## src/rtl/vx_cache_flush_ctrl_pkg.sv

```systemverilog
// Shared types and width helpers for the cache flush sequencer.
package VX_gpu_pkg;

  // Flush sequencer states, in the order a flush walks through them.
  typedef enum logic [2:0] {
    FS_IDLE,
    FS_DRAIN,
    FS_FLUSH,
    FS_WAIT_MEM,
    FS_DONE
  } flush_state_e;

  // Index width that never collapses to zero bits, so a single set or way
  // still gets a one-bit port.
  function automatic int up_clog2(input int value);
    return (value > 1) ? $clog2(value) : 1;
  endfunction

  // Number of sets for a given geometry.
  function automatic int calc_num_sets(input int cache_size, input int line_size,
                                       input int num_banks, input int num_ways);
    return cache_size / (line_size * num_banks * num_ways);
  endfunction

  // Widths for the default geometry (4 KiB, 64 B lines, 4 banks, 4 ways).
  localparam int DEF_NUM_SETS = calc_num_sets(4096, 64, 4, 4);
  localparam int DEF_SET_W    = up_clog2(DEF_NUM_SETS);
  localparam int DEF_WAY_W    = up_clog2(4);
  localparam int DEF_CNT_W    = $clog2(64 + 1);

endpackage

```

## src/rtl/vx_pending_counter.sv

```systemverilog
// Outstanding-read counter: adds one per set bit of inc_i, subtracts one per
// set bit of dec_i in the same cycle, and clamps at zero.
module vx_pending_counter #(
  parameter int N      = 4,
  parameter int CNT_W  = 7,
  parameter int THRESH = 60
) (
  input  logic         clk,
  input  logic         rst_n,
  input  logic [N-1:0] inc_i,
  input  logic [N-1:0] dec_i,
  output logic         zero_o,
  output logic         below_o
);

  logic [CNT_W-1:0] count_q, count_d;
  logic [CNT_W:0]   n_inc, n_dec, total;
  logic             underflow;

  // Net the increments and decrements and compute the clamped next count.
  always_comb begin
    // NOTE: every always_comb output gets a default before any branch; a path
    // that leaves a variable unassigned would infer a latch.
    n_inc = '0;
    n_dec = '0;
    for (int i = 0; i < N; i++) begin
      n_inc = n_inc + (CNT_W+1)'(inc_i[i]);
      n_dec = n_dec + (CNT_W+1)'(dec_i[i]);
    end
    total     = {1'b0, count_q} + n_inc;
    underflow = (total < n_dec);
    count_d   = underflow ? '0 : CNT_W'(total - n_dec);
  end

  // Count register.
  always_ff @(posedge clk or negedge rst_n) begin
    // NOTE: sequential state uses non-blocking assignment so every register
    // samples the pre-edge values regardless of statement order.
    if (!rst_n) count_q <= '0;
    else        count_q <= count_d;
  end

  assign zero_o  = (count_q == '0);
  assign below_o = (count_q <= CNT_W'(THRESH));

  // A response with no matching outstanding read is an upstream protocol bug.
  a_no_underflow : assert property (@(posedge clk) disable iff (!rst_n) !underflow);

endmodule

```

## src/rtl/vx_cache_flush_ctrl.sv

```systemverilog
// Flush sequencer in front of a cache: gates core requests, drains reads,
// walks every (set, way) with a flush command, waits for memory idle, then
// returns the requester's tag.
module vx_cache_flush_ctrl
  import VX_gpu_pkg::*;
#(
  parameter int NUM_REQS    = 4,
  parameter int CACHE_SIZE  = 4096,
  parameter int LINE_SIZE   = 64,
  parameter int NUM_BANKS   = 4,
  parameter int NUM_WAYS    = 4,
  parameter int MAX_PENDING = 64,
  parameter int TAG_WIDTH   = 8,
  localparam int NUM_SETS   = calc_num_sets(CACHE_SIZE, LINE_SIZE, NUM_BANKS, NUM_WAYS),
  localparam int SET_W      = up_clog2(NUM_SETS),
  localparam int WAY_W      = up_clog2(NUM_WAYS),
  localparam int CNT_W      = $clog2(MAX_PENDING + 1)
) (
  input  logic                 clk,
  input  logic                 reset,
  input  logic [NUM_REQS-1:0]  core_req_valid_in,
  input  logic [NUM_REQS-1:0]  core_req_rw_in,
  output logic [NUM_REQS-1:0]  core_req_ready_out,
  output logic [NUM_REQS-1:0]  core_req_valid_out,
  input  logic [NUM_REQS-1:0]  core_req_ready_in,
  input  logic [NUM_REQS-1:0]  core_rsp_fire,
  input  logic                 flush_req_valid,
  input  logic [TAG_WIDTH-1:0] flush_req_tag,
  output logic                 flush_req_ready,
  output logic                 flush_cmd_valid,
  output logic [SET_W-1:0]     flush_cmd_set,
  output logic [WAY_W-1:0]     flush_cmd_way,
  input  logic                 flush_cmd_ready,
  input  logic                 mem_idle,
  output logic                 flush_rsp_valid,
  output logic [TAG_WIDTH-1:0] flush_rsp_tag,
  input  logic                 flush_rsp_ready
);

  localparam logic [SET_W-1:0] SET_LAST = SET_W'(NUM_SETS - 1);
  localparam logic [WAY_W-1:0] WAY_LAST = WAY_W'(NUM_WAYS - 1);

  flush_state_e         state_q, state_d;
  logic [SET_W-1:0]     set_q, set_d;
  logic [WAY_W-1:0]     way_q, way_d;
  logic [TAG_WIDTH-1:0] tag_q, tag_d;

  logic                 pend_zero, pend_below, gate_open;
  logic [NUM_REQS-1:0]  rd_fire;

  // Zero-latency gate: open only when idle and there is room for a full
  // beat of reads on every port.
  assign gate_open          = (state_q == FS_IDLE) && pend_below;
  assign core_req_valid_out = gate_open ? core_req_valid_in : '0;
  assign core_req_ready_out = gate_open ? core_req_ready_in : '0;
  assign rd_fire            = core_req_valid_out & core_req_ready_in & ~core_req_rw_in;

  vx_pending_counter #(
    .N      (NUM_REQS),
    .CNT_W  (CNT_W),
    .THRESH (MAX_PENDING - NUM_REQS)
  ) u_pending (
    .clk     (clk),
    .rst_n   (reset),
    .inc_i   (rd_fire),
    .dec_i   (core_rsp_fire),
    .zero_o  (pend_zero),
    .below_o (pend_below)
  );

  // Next-state and handshake outputs of the flush sequence.
  always_comb begin
    state_d         = state_q;
    set_d           = set_q;
    way_d           = way_q;
    tag_d           = tag_q;
    flush_req_ready = 1'b0;
    flush_cmd_valid = 1'b0;
    flush_rsp_valid = 1'b0;
    case (state_q)
      FS_IDLE: begin
        flush_req_ready = 1'b1;
        if (flush_req_valid) begin
          tag_d   = flush_req_tag;
          state_d = FS_DRAIN;
        end
      end
      FS_DRAIN: begin
        if (pend_zero) begin
          set_d   = '0;
          way_d   = '0;
          state_d = FS_FLUSH;
        end
      end
      FS_FLUSH: begin
        flush_cmd_valid = 1'b1;
        if (flush_cmd_ready) begin
          if (way_q == WAY_LAST) begin
            way_d = '0;
            if (set_q == SET_LAST) begin
              set_d   = '0;
              state_d = FS_WAIT_MEM;
            end else begin
              set_d = set_q + 1'b1;
            end
          end else begin
            way_d = way_q + 1'b1;
          end
        end
      end
      FS_WAIT_MEM: begin
        if (mem_idle) state_d = FS_DONE;
      end
      FS_DONE: begin
        flush_rsp_valid = 1'b1;
        if (flush_rsp_ready) state_d = FS_IDLE;
      end
      default: state_d = FS_IDLE;
    endcase
  end

  // Sequencer registers; reset abandons any flush in progress.
  always_ff @(posedge clk or negedge reset) begin
    if (!reset) begin
      state_q <= FS_IDLE;
      set_q   <= '0;
      way_q   <= '0;
      tag_q   <= '0;
    end else begin
      state_q <= state_d;
      set_q   <= set_d;
      way_q   <= way_d;
      tag_q   <= tag_d;
    end
  end

  assign flush_cmd_set = set_q;
  assign flush_cmd_way = way_q;
  assign flush_rsp_tag = tag_q;

endmodule

```

## config.mk

```make
export PLATFORM = sky130hd
export DESIGN_NAME = vx_cache_flush_ctrl
export DESIGN_NICKNAME = d
export VERILOG_FILES = /design/src/rtl/vx_cache_flush_ctrl_pkg.sv /design/src/rtl/vx_pending_counter.sv /design/src/rtl/vx_cache_flush_ctrl.sv
export SDC_FILE = /design/constraint.sdc
export NUM_CORES = 1
export LEC_CHECK = 0
export CAP_MARGIN = 0
export CORE_MARGIN = 4
export CORE_UTILIZATION = 51
export CTS_BUF_LIST = sky130_fd_sc_hd__clkbuf_8
export DETAILED_ROUTE_END_ITERATION = 8
export GPL_TIMING_DRIVEN = 0
export PLACE_DENSITY = 0.95
export SETUP_SLACK_MARGIN = 0.5
export SYNTH_ARGS = -nofsm -noshare
export SYNTH_HDL_FRONTEND = slang
export SYNTH_SLANG_ARGS = --single-unit
```

## constraint.sdc

```tcl
create_clock -name clk -period 11.3 [get_ports clk]
set_input_delay 2.26 -clock clk [delete_from_list [all_inputs] [get_ports clk]]
set_output_delay 2.26 -clock clk [all_outputs]
set_load 0.1 [all_outputs]
```

==> flow_summary.json <==
{
  "dp.cells": 258,
  "worstPathCellList": "clkdlybuf4s50_1 -> and2_1 -> clkdlybuf4s50_1",
  "cts_tree": "done",
  "fin_cells": 262,
  "layout-drive-gt1-share": 0.1651,
  "cts_resized": 0,
  "grtUsageMet2": 0.3415,
  "yosysSeqAreaShare": 0.3387,
  "cap_viol_max_count": 0,
  "crit_path_frequent_cell": "clkdlybuf4s50_1",
  "required_ns": 9.04,
  "setup_tns_ns": 0,
  "dp_hpwl_mm": 2.846,
  "finalHoldViolations": 0,
  "insertion_delay_ns": 0.27,
  "die_area_sq_mm": 0.004154,
  "cp_slowest_stage_delay_ns": 1.12,
  "io_pins": 53,
  "clock-skew-final_ns": 0.005049,
  "criticalPathCategory": "in2out",
  "fmax_mhz": 159.8,
  "r2r_start": "u_pending.count_q[4]$_DFF_PN0_",
  "worst_pin_slew_ns": 0.9927,
  "final_util": 0.7443,
  "rsz0062_at_grt": "false",
  "root_buffer": "clkbuf_8",
  "place_ws_ns": 5.023,
  "grt_use_total": 0.1860,
  "ys_types": 42,
  "grt_max_degree": 23,
  "synth_area_sq_mm": 0.001625,
  "antenna_found_initial": 0,
  "status": "completed",
  "worstPathMaxFanout": 2,
  "reg2reg_slack_ns": 6.56,
  "synth.area.top_cells": "dfrtp_1, ha_1, mux2_2, fa_1, and2_1",
  "yosysTopAreaCellShare": 0.3387,
  "viasPerCell": 5.359,
  "setup_viol": 0,
  "hp-start": "flush_rsp_tag[1]$_DFFE_PN0P_",
  "slew_violations": 0,
  "critical-path-top-delay-family": "buffers and inverters",
  "clock_path_buffers": 2,
  "synth_top_area_cell": "dfrtp_1",
  "ys.warnings.count": 0,
  "wirelength_mm": 3.677,
  "grt_pass1_vias": 1467,
  "num_rows": 20,
  "fin_nets": 265,
  "synth_edf_count": 0,
  "worst_path_max_delay_cell": "clkdlybuf4s50_1",
  "drcViolationCount": 0,
  "htreeDepth": 1,
  "vias": 1404,
  "syn-instance-count": 162,
  "synth-seq-cells": 22,
  "cp_num_buf_inv": 2,
  "crit_arrival_ns": 4.00,
  "slew_headroom": 0.3361,
  "period_share": 0.5538,
  "portBuffers": 52,
  "cts_hold_buf": 0,
  "hold_class": "reg2reg",
  "wl_per_cell_um": 14.03,
  "cts_setup_buffers": 0,
  "path_clk_slew_ns": 0.08,
  "end_kind": "output pin",
  "drt_iter0_drc": 71,
  "syn_to_final_growth_pct": 39.80,
  "cp-startpoint": "core_req_valid_in[2]",
  "start_kind": "input pin",
  "period_needed_ns": 6.257,
  "gr-usage-met1": 0.2188,
  "syn_area_per_cell_sq_um": 10.03,
  "grt-ovfl-total": 0,
  "synth_ff_type": "dfrtp_1",
  "num-fill-cells": 215,
  "die_w_um": 64.45,
  "start_util": 0.5324,
  "gp_congestion": 0.8111,
  "die_h_um": 64.45,
  "final_antenna_net_count": 0,
  "syn-num-nets": 208,
  "setup_ws_ns": 5.043,
  "async_flop_share": 1.000,
  "grt-busiest-layer": "met2",
  "use_met3": 0.02253,
  "dr.pass1.iters": 4,
  "core-area_sq_mm": 0.003053,
  "grt_pass1_wl_mm": 6.203,
  "cts_sinks": 22,
  "diodes": 0,
  "numCtsBuffers": 3
}
## synthesized netlist by cell type, types with 2 or more instances
| cell | n |
|---|---|
| dfrtp_1 | 22 |
| and2_1 | 9 |
| a21oi_2 | 4 |
| nand2_1 | 8 |
| and3_1 | 3 |
| nand3b_1 | 2 |
| nand3_1 | 4 |
| and3b_1 | 3 |
| a211oi_1 | 2 |
| a21oi_1 | 6 |
| or2_2 | 2 |
| nor3b_1 | 4 |
| a31oi_1 | 2 |
| nor3_1 | 3 |
| xor2_1 | 2 |
| nand2b_1 | 3 |
| nand4_1 | 2 |
| buf_2 | 4 |
| inv_1 | 15 |
| o21ai_0 | 5 |
| mux2_2 | 12 |
| ha_1 | 12 |
| xnor2_1 | 3 |
| nor2_1 | 9 |
| fa_1 | 4 |
## layout by cell type (no fill, tap or decap), drive strengths merged, types with 4 or more instances in the layout
cell type,synthesis,final
clkdlybuf4s50,0,52
dfrtp,22,22
inv,16,16
mux2,12,12
ha,12,12
a21oi,10,10
nor2,9,9
and2,9,9
nand2,9,9
o21ai,5,5
nand3,5,5
nor3b,5,5
buf,4,4
fa,4,4
nor3,4,4
## metrics by stage
stage | hold slack [ns] | instance area, sq um
2_1_floorplan | 0.5219 | 1625
3_3_place_gp | 0.4874 | 2201
3_5_place_dp | 0.4948 | 2201
4_1_cts | 0.5143 | 2272
5_1_grt | 0.5359 | 2272
6_report | 0.5070 | 2272
## kinds of logic (layout without fill, tap and decap cells)
group                      Yosys count  after routing  share of synthesized area
and+or+nand+nor                     61             61                     0.2340
adders and majority gates           16             16                     0.1416
AOI/OAI and AO/OA                   25             25                     0.1201
muxes                               13             13                    0.08930
buffers and inverters               20             76                    0.04926
DFF                                 22             22                     0.3387
xor gates and xnor gates             5              5                    0.02695
## flip-flops by register name, summed over array words and instances (netlist names)
name,cells
flush_cmd_way,2
flush_cmd_set,2
u_pending.count_q,7
state_q,3
flush_rsp_tag,8
## layer usage
metal  vias to the layer above  wire length (um)  part of all wire
li1                        675                 -                 -
met5                         -                 0                 0
met4                         0                37             0.010
met1                       672              1527              0.42
met3                         4               186             0.051
met2                        53              1925              0.52
## final cells by class
type	instances	area, sq um	area share
inverters	16	60.06	0.02643
well taps	44	55.05	0.02423
repair buffers	52	520.5	0.2291
clock buffers	3	41.29	0.01817
plain buffers	4	20.02	0.008811
flip-flops and latches	22	550.5	0.2423
clock inverters	1	30.03	0.01322
multi-input cells	120	994.7	0.4378
## worst paths after layout
kind                                                  end  cells after the start
hold / removal               flush_rsp_tag[1]$_DFFE_PN0P_                      1
hold reg to reg              flush_rsp_tag[1]$_DFFE_PN0P_                      1
setup reg to reg           u_pending.count_q[5]$_DFF_PN0_                     18
max in group asynchronous  u_pending.count_q[1]$_DFF_PN0_                      1
min in group asynchronous    flush_rsp_tag[0]$_DFFE_PN0P_                      1
setup / recovery                    core_req_valid_out[2]                      3
Power is left out: the tool's default activity adds up to more than one toggle a clock period on the data nets, which glitch-free logic cannot reach.
